### config.mk
export PLATFORM = sky130hd
export DESIGN_NAME = prog_mem_responder
export DESIGN_NICKNAME = d
export VERILOG_FILES = /design/src/rtl/cpuf_pkg.sv /design/src/rtl/mem_array_1r1w.sv /design/src/rtl/prog_mem_responder.sv
export SDC_FILE = /design/constraint.sdc
export NUM_CORES = 1
export LEC_CHECK = 0
export BUFFER_PORTS_ARGS = -buffer_cell sky130_fd_sc_hd__buf_4
export CORE_MARGIN = 3
export CORE_UTILIZATION = 45
export CTS_CLUSTER_DIAMETER = 50
export DETAILED_ROUTE_END_ITERATION = 8
export GPL_TIMING_DRIVEN = 0
export PLACE_DENSITY = 0.72
export SLEW_MARGIN = 20
export SYNTH_ARGS = -nofsm -noshare
export SYNTH_HDL_FRONTEND = slang
export SYNTH_SLANG_ARGS = --single-unit
export TNS_END_PERCENT = 1
### constraint.sdc
create_clock -name clk -period 3.69 [get_ports clk]
set_input_delay 0 -clock clk [delete_from_list [all_inputs] [get_ports clk]]
set_output_delay 0 -clock clk [all_outputs]
set_load 0.01 [all_outputs]
### src/rtl/cpuf_pkg.sv
// Shared CPU/fetch definitions: bus widths, opcode map, memory responder state and write payload.
package cpuf_pkg;

  localparam int unsigned ADDR_W   = 4;
  localparam int unsigned DATA_W   = 8;
  localparam int unsigned DEPTH    = 2 ** ADDR_W;
  localparam int unsigned PROT_TOP = 7;

  localparam logic [3:0] OP_LDA = 4'b1000;
  localparam logic [3:0] OP_LDB = 4'b0100;
  localparam logic [3:0] OP_ADD = 4'b0010;
  localparam logic [3:0] OP_SUB = 4'b0001;
  localparam logic [3:0] OP_MUL = 4'b1100;
  localparam logic [3:0] OP_DIV = 4'b1010;
  localparam logic [3:0] OP_JMP = 4'b1001;
  localparam logic [3:0] OP_HLT = 4'b1111;

  typedef enum logic {
    ST_LOAD = 1'b0,
    ST_RUN  = 1'b1
  } state_e;

  typedef struct packed {
    logic              we;
    logic [ADDR_W-1:0] addr;
    logic [DATA_W-1:0] data;
  } mem_wr_t;

endpackage

### src/rtl/mem_array_1r1w.sv
// DEPTH x DATA_W storage, one synchronous read port (read-before-write) and one write port.
// Only the read data register is reset; the array contents survive reset.
module mem_array_1r1w
  import cpuf_pkg::*;
(
  input  logic              clk,
  input  logic              reset,
  input  logic              i_re,
  input  logic [ADDR_W-1:0] i_raddr,
  input  mem_wr_t           i_wr,
  output logic [DATA_W-1:0] o_rdata
);

  logic [DATA_W-1:0] r_mem [DEPTH];
  logic [DATA_W-1:0] r_rdata;

  always_ff @(posedge clk) begin
    if (i_wr.we) r_mem[i_wr.addr] <= i_wr.data;
  end

  // Same-edge write lands after this sample, so a colliding read sees the old word.
  always_ff @(posedge clk) begin
    if (reset)     r_rdata <= '0;
    else if (i_re) r_rdata <= r_mem[i_raddr];
  end

  assign o_rdata = r_rdata;

endmodule

### src/rtl/prog_mem_responder.sv
// Program/data memory: streams a program image in (LOAD), then serves CPU reads/writes (RUN).
// Optional macro WRITE_PROTECT_EN rejects RUN-time writes to addresses 0..PROT_TOP.
module prog_mem_responder
  import cpuf_pkg::*;
(
  input  logic              clk,
  input  logic              reset,
  input  logic              ld_valid,
  input  logic [DATA_W-1:0] ld_data,
  input  logic              ld_last,
  output logic              ld_ready,
  input  logic              reload,
  input  logic              rd_req,
  input  logic [ADDR_W-1:0] rd_addr,
  output logic              rd_ack,
  output logic [DATA_W-1:0] rd_data,
  input  logic              wr_req,
  input  logic [ADDR_W-1:0] wr_addr,
  input  logic [DATA_W-1:0] wr_data,
  output logic              wr_ack,
  output logic              wr_err,
  output logic              running
);

  state_e            r_state;
  state_e            w_state_nxt;
  logic [ADDR_W-1:0] r_ld_ptr;
  logic [ADDR_W-1:0] w_ld_ptr_nxt;
  logic              w_ld_accept;
  logic              w_rd_fire;
  logic              w_wr_live;
  logic              w_wr_prot;
  logic              w_wr_fire;
  mem_wr_t           w_mem_wr;
  logic [DATA_W-1:0] w_rd_data;

  logic r_ld_ready;
  logic r_running;
  logic r_rd_ack;
  logic r_wr_ack;

  always_ff @(posedge clk) begin
    if (reset) begin
      r_state  <= ST_LOAD;
      r_ld_ptr <= '0;
    end else begin
      r_state  <= w_state_nxt;
      r_ld_ptr <= w_ld_ptr_nxt;
    end
  end

  // Next state, loader pointer and request qualification; reload in RUN drops this cycle's requests.
  always_comb begin
    w_state_nxt  = r_state;
    w_ld_ptr_nxt = r_ld_ptr;
    w_ld_accept  = 1'b0;
    w_rd_fire    = 1'b0;
    w_wr_live    = 1'b0;
    case (r_state)
      ST_LOAD: begin
        w_ld_accept = ld_valid;
        if (ld_valid) begin
          if (ld_last || (r_ld_ptr == ADDR_W'(DEPTH - 1))) begin
            w_state_nxt  = ST_RUN;
            w_ld_ptr_nxt = '0;
          end else begin
            w_ld_ptr_nxt = r_ld_ptr + ADDR_W'(1);
          end
        end
      end
      ST_RUN: begin
        if (reload) begin
          w_state_nxt  = ST_LOAD;
          w_ld_ptr_nxt = '0;
        end else begin
          w_rd_fire = rd_req;
          w_wr_live = wr_req;
        end
      end
      default: begin
        w_state_nxt  = ST_LOAD;
        w_ld_ptr_nxt = '0;
      end
    endcase
  end

`ifdef WRITE_PROTECT_EN
  logic r_wr_err;

  assign w_wr_prot = (wr_addr <= ADDR_W'(PROT_TOP));

  always_ff @(posedge clk) begin
    if (reset) r_wr_err <= 1'b0;
    else       r_wr_err <= w_wr_live & w_wr_prot;
  end

  assign wr_err = r_wr_err;
`else
  assign w_wr_prot = 1'b0;
  assign wr_err    = 1'b0;
`endif

  assign w_wr_fire = w_wr_live & ~w_wr_prot;

  // Loader and CPU writes never coexist: the loader only writes in LOAD, the CPU only in RUN.
  always_comb begin
    w_mem_wr.we   = ~reset & (w_ld_accept | w_wr_fire);
    w_mem_wr.addr = w_ld_accept ? r_ld_ptr : wr_addr;
    w_mem_wr.data = w_ld_accept ? ld_data  : wr_data;
  end

  mem_array_1r1w u_mem (
    .clk     (clk),
    .reset   (reset),
    .i_re    (w_rd_fire),
    .i_raddr (rd_addr),
    .i_wr    (w_mem_wr),
    .o_rdata (w_rd_data)
  );

  always_ff @(posedge clk) begin
    if (reset) begin
      r_ld_ready <= 1'b1;
      r_running  <= 1'b0;
      r_rd_ack   <= 1'b0;
      r_wr_ack   <= 1'b0;
    end else begin
      r_ld_ready <= (w_state_nxt == ST_LOAD);
      r_running  <= (w_state_nxt == ST_RUN);
      r_rd_ack   <= w_rd_fire;
      r_wr_ack   <= w_wr_fire;
    end
  end

  assign ld_ready = r_ld_ready;
  assign running  = r_running;
  assign rd_ack   = r_rd_ack;
  assign rd_data  = w_rd_data;
  assign wr_ack   = r_wr_ack;

endmodule

==> results.py <==
metrics = {
    "synth": {
        "yosysTopAreaCellShare": 0.6604,
        "async_flop_share": 0,
        "synth-edff-count": 128,
        "ys_top_cells_by_area": "edfxtp_1 (66%), mux4_2 (7.0%), dfxtp_1 (5.5%), mux2i_1 (4.1%), mux4_1 (2.7%)",
        "synth.most_common_cell": "edfxtp_1",
        "muxShareOfSynthArea": 0.1380,
        "ys_dominant_reg_cell": "edfxtp_1",
        "synth-xor-area-share": 0,
        "synth_cell_types": 38,
        "seq_area_frac_synth": 0.7154,
        "synthesis.instances": 340,
        "ys_ff_latch": 144,
        "syn_area_um2": 5821,
        "synth_top_cell_by_area": "edfxtp_1",
        "syn_avg_cell_area_um2": 17.12,
        "synth_top_family_by_area": "multiplexers",
        "synth_compound_area_frac": 0.04944,
        "yosys-top-cells-count": "edfxtp_1 (128), nand2_1 (27), mux2i_1 (24)",
        "syn_nets": 372,
        "yosys.area_share.simple": 0.07094,
        "yosysWarnings": 0,
        "synthAdderAreaFrac": 0.002150,
    },
    "flow_run": {
        "cap_violations": 0,
    },
    "floorplanning": {
        "core-area_um2": 12310,
        "die_area_um2": 14340,
        "num_rows": 40,
        "die_h_um": 119.7,
        "initial_core_util": 0.4728,
        "die_x_um": 119.7,
        "io-pin-count": 44,
    },
    "timing": {
        "rsz0062_at_grt": "false",
        "setup_tns_ps": 0,
        "tightest_slew_ps": 1029,
        "hold_viol_final": 0,
        "fmax_mhz": 411.8,
        "period_needed_ps": 2428,
        "fin_worst_skew_ps": 7.383,
        "setup_viol": 0,
        "slew_headroom": 0.3138,
        "drv_slew": 0,
        "period_share": 0.6580,
        "post-route-worst-setup-slack_ps": 1262,
    },
    "clock_network": {
        "ctsHtreeMaxLevel": 4,
        "root_buffer": "clkbuf_16",
        "cts_tree": "built",
        "clk_path_buf_depth": 2,
        "cts_sinks": 144,
        "clk_pin_slew_ps": 60,
        "cts_buffers": 17,
        "clock_latency_ps": 410,
    },
    "global_route": {
        "grt_pass1_vias": 3295,
        "overflow": 0,
        "antenna_found_initial": 0,
        "grtUsageTotal": 0.1786,
        "grt_max_degree": 17,
        "grt_first_pass_wirelength_um": 18690,
    },
    "hold_path": {
        "hold_start": "rd_addr[2]",
        "hold_class": "input port to flop",
        "min_delay_path_depth": 3,
        "holdPathEnd": "u_mem.o_rdata[6]",
    },
    "finish": {
        "regArea_um2": 4164,
        "nFillCells": 971,
        "final_nets": 436,
        "area_growth_pct": 19.35,
        "diodes": 0,
        "multi_input_area_um2": 1520,
        "drive_gt1_frac": 0.2470,
    },
    "status": {
        "outcome": "finished clean",
    },
    "place": {
        "place_ws_ps": 1280,
        "dp_hpwl_um": 7788,
        "port_buffers": 38,
        "gp_congestion": 0.8614,
    },
    "setup_path": {
        "worstPathRequired_ps": 3730,
        "path_buf_inv": 2,
        "path_class": "flop to flop",
        "r2r_slack_ps": 1260,
        "timing.rr.end": "u_mem.r_mem[6][7]",
        "end_kind": "flop",
        "worstPathCellList": "nand2b_1 > buf_2 > clkbuf_1 > a31oi_1 > nor2_1",
        "cp.arrival_ps": 2460,
        "slowest_delay_ps": 710,
        "startpoint_type": "flop",
        "path_delay_family": "simple AND/OR/NAND/NOR gates",
        "critPathMaxFanout": 10,
        "reg2reg_depth": 5,
        "rr_startpoint": "running",
        "cp_slowest_cell": "nor2_1",
    },
    "route": {
        "via_per_inst": 5.562,
        "drt_iter0_drc": 206,
        "wire_per_inst_um": 20.60,
        "drc": 0,
        "firstDrtPassIters": 5,
        "vias": 3254,
        "wirelength_um": 12050,
        "antenna_left": 0,
    },
    "power_and_ir_drop": {
        "power_density_nw_per_um2": 520.1,
        "clock_power_share": 0.435,
        "p_sw_frac": 0.2028,
        "ir_worst_vdd_mv": 0.3305,
        "combPwrFrac": 0.062,
        "p_seq_frac": 0.503,
        "p_switching_w": 0.0007328,
        "p_leak_nw": 2.463,
        "internal_power_w": 0.002880,
    },
}
-- power by group through the flow --
stage | clock network, W | registers (W) | logic, W
global placement | 0 | 0.00185 | 0.000214
global route | 0.00167 | 0.00182 | 0.000245
detailed placement | 0 | 0.00185 | 0.000221
CTS | 0.00159 | 0.00182 | 0.000227
finish | 0.00157 | 0.00182 | 0.000226
floorplan | 0 | 0.00185 | 0.000133
-- placed cells by master (no fill, tap or decap), types with 4 or more instances in the layout --
master           n
a21oi_1          6
a22oi_1          9
a31oi_1          4
a32oi_1          7
buf_2            6
buf_4           41
clkbuf_1         7
clkbuf_16       18
clkbuf_8         5
clkinv_2         6
dfxtp_1         16
dlygate4sd3_1    7
edfxtp_1       128
mux2i_1         24
mux4_1           6
mux4_2          18
nand2_1         27
nand2b_1         9
nor2_1          22
nor3_1           6
nor3b_1          6
o21ai_1         12
-- repair_timing --
action	CTS	global route
endpoints found under the hold margin	8	0
resized for setup	0	0
hold buffers	7	0
setup buffers	0	0
-- cell families after synthesis --
kind of cell	after synthesis
AO/OA/AOI/OAI	42
adder cells (fa/ha/maj)	1
buffers and inverters	21
flip-flops	144
multiplexers	48
other	1
AND/OR/NAND/NOR	83
-- state kept, by name, summed over array words and instances (netlist names) --
name / flops
running: 1
ld_ready: 1
wr_ack: 1
u_mem.o_rdata: 8
r_ld_ptr: 4
u_mem.r_mem: 128
rd_ack: 1
-- metrics by stage --
stage	cells	area (um2)	hold WS, ps	util	total power [W]
5_1_grt	585	6947	162.1	0.5642	0.003729
3_5_place_dp	546	6316	294.3	0.5130	0.002071
2_1_floorplan	340	5821	164.0	-	0.001981
4_1_cts	585	6947	132.1	0.5642	0.003635
3_3_place_gp	546	6316	265.4	0.5130	0.002062
6_report	585	6947	152.4	0.5642	0.003613
-- worst max path at each step --
stage	start	endpoint	slack (ps)	cells past startpoint
3_5_place_dp	running	u_mem.r_mem[6][3]	1280	5
6_report	running	u_mem.r_mem[6][7]	1260	5
3_3_place_gp	running	u_mem.r_mem[2][0]	1360	5
2_1_floorplan	running	u_mem.r_mem[2][0]	1760	5
5_1_grt	running	u_mem.r_mem[14][1]	1070	5
4_1_cts	running	u_mem.r_mem[6][7]	1270	5
-- metal layers --
metal  vias to the layer above  global-route usage  wire, um
met1                      1631              0.2428      5307
met5                         -                   0         0
met2                       128              0.2719      5697
li1                       1478                   -         -
met4                         0             0.07946       354
met3                        17             0.04854       690
-- worst min-delay path: cells and delay by family --
family	cells	cell delay (ps)
and+or+nand+nor	1	320
buffers and inverters	1	90
AOI/OAI and AO/OA	1	110
-- layout make-up --
type / instances / area share
Timing Repair Buffer: 45 / 0.05115
Multi-Input combinational cell: 175 / 0.2188
Tap cell: 168 / 0.03026
Buffer: 18 / 0.01801
Clock buffer: 26 / 0.07637
Sequential cell: 144 / 0.5994
Inverter: 3 / 0.001621
Clock inverter: 6 / 0.004323
Note: power is estimated with default switching activity, not from simulation.
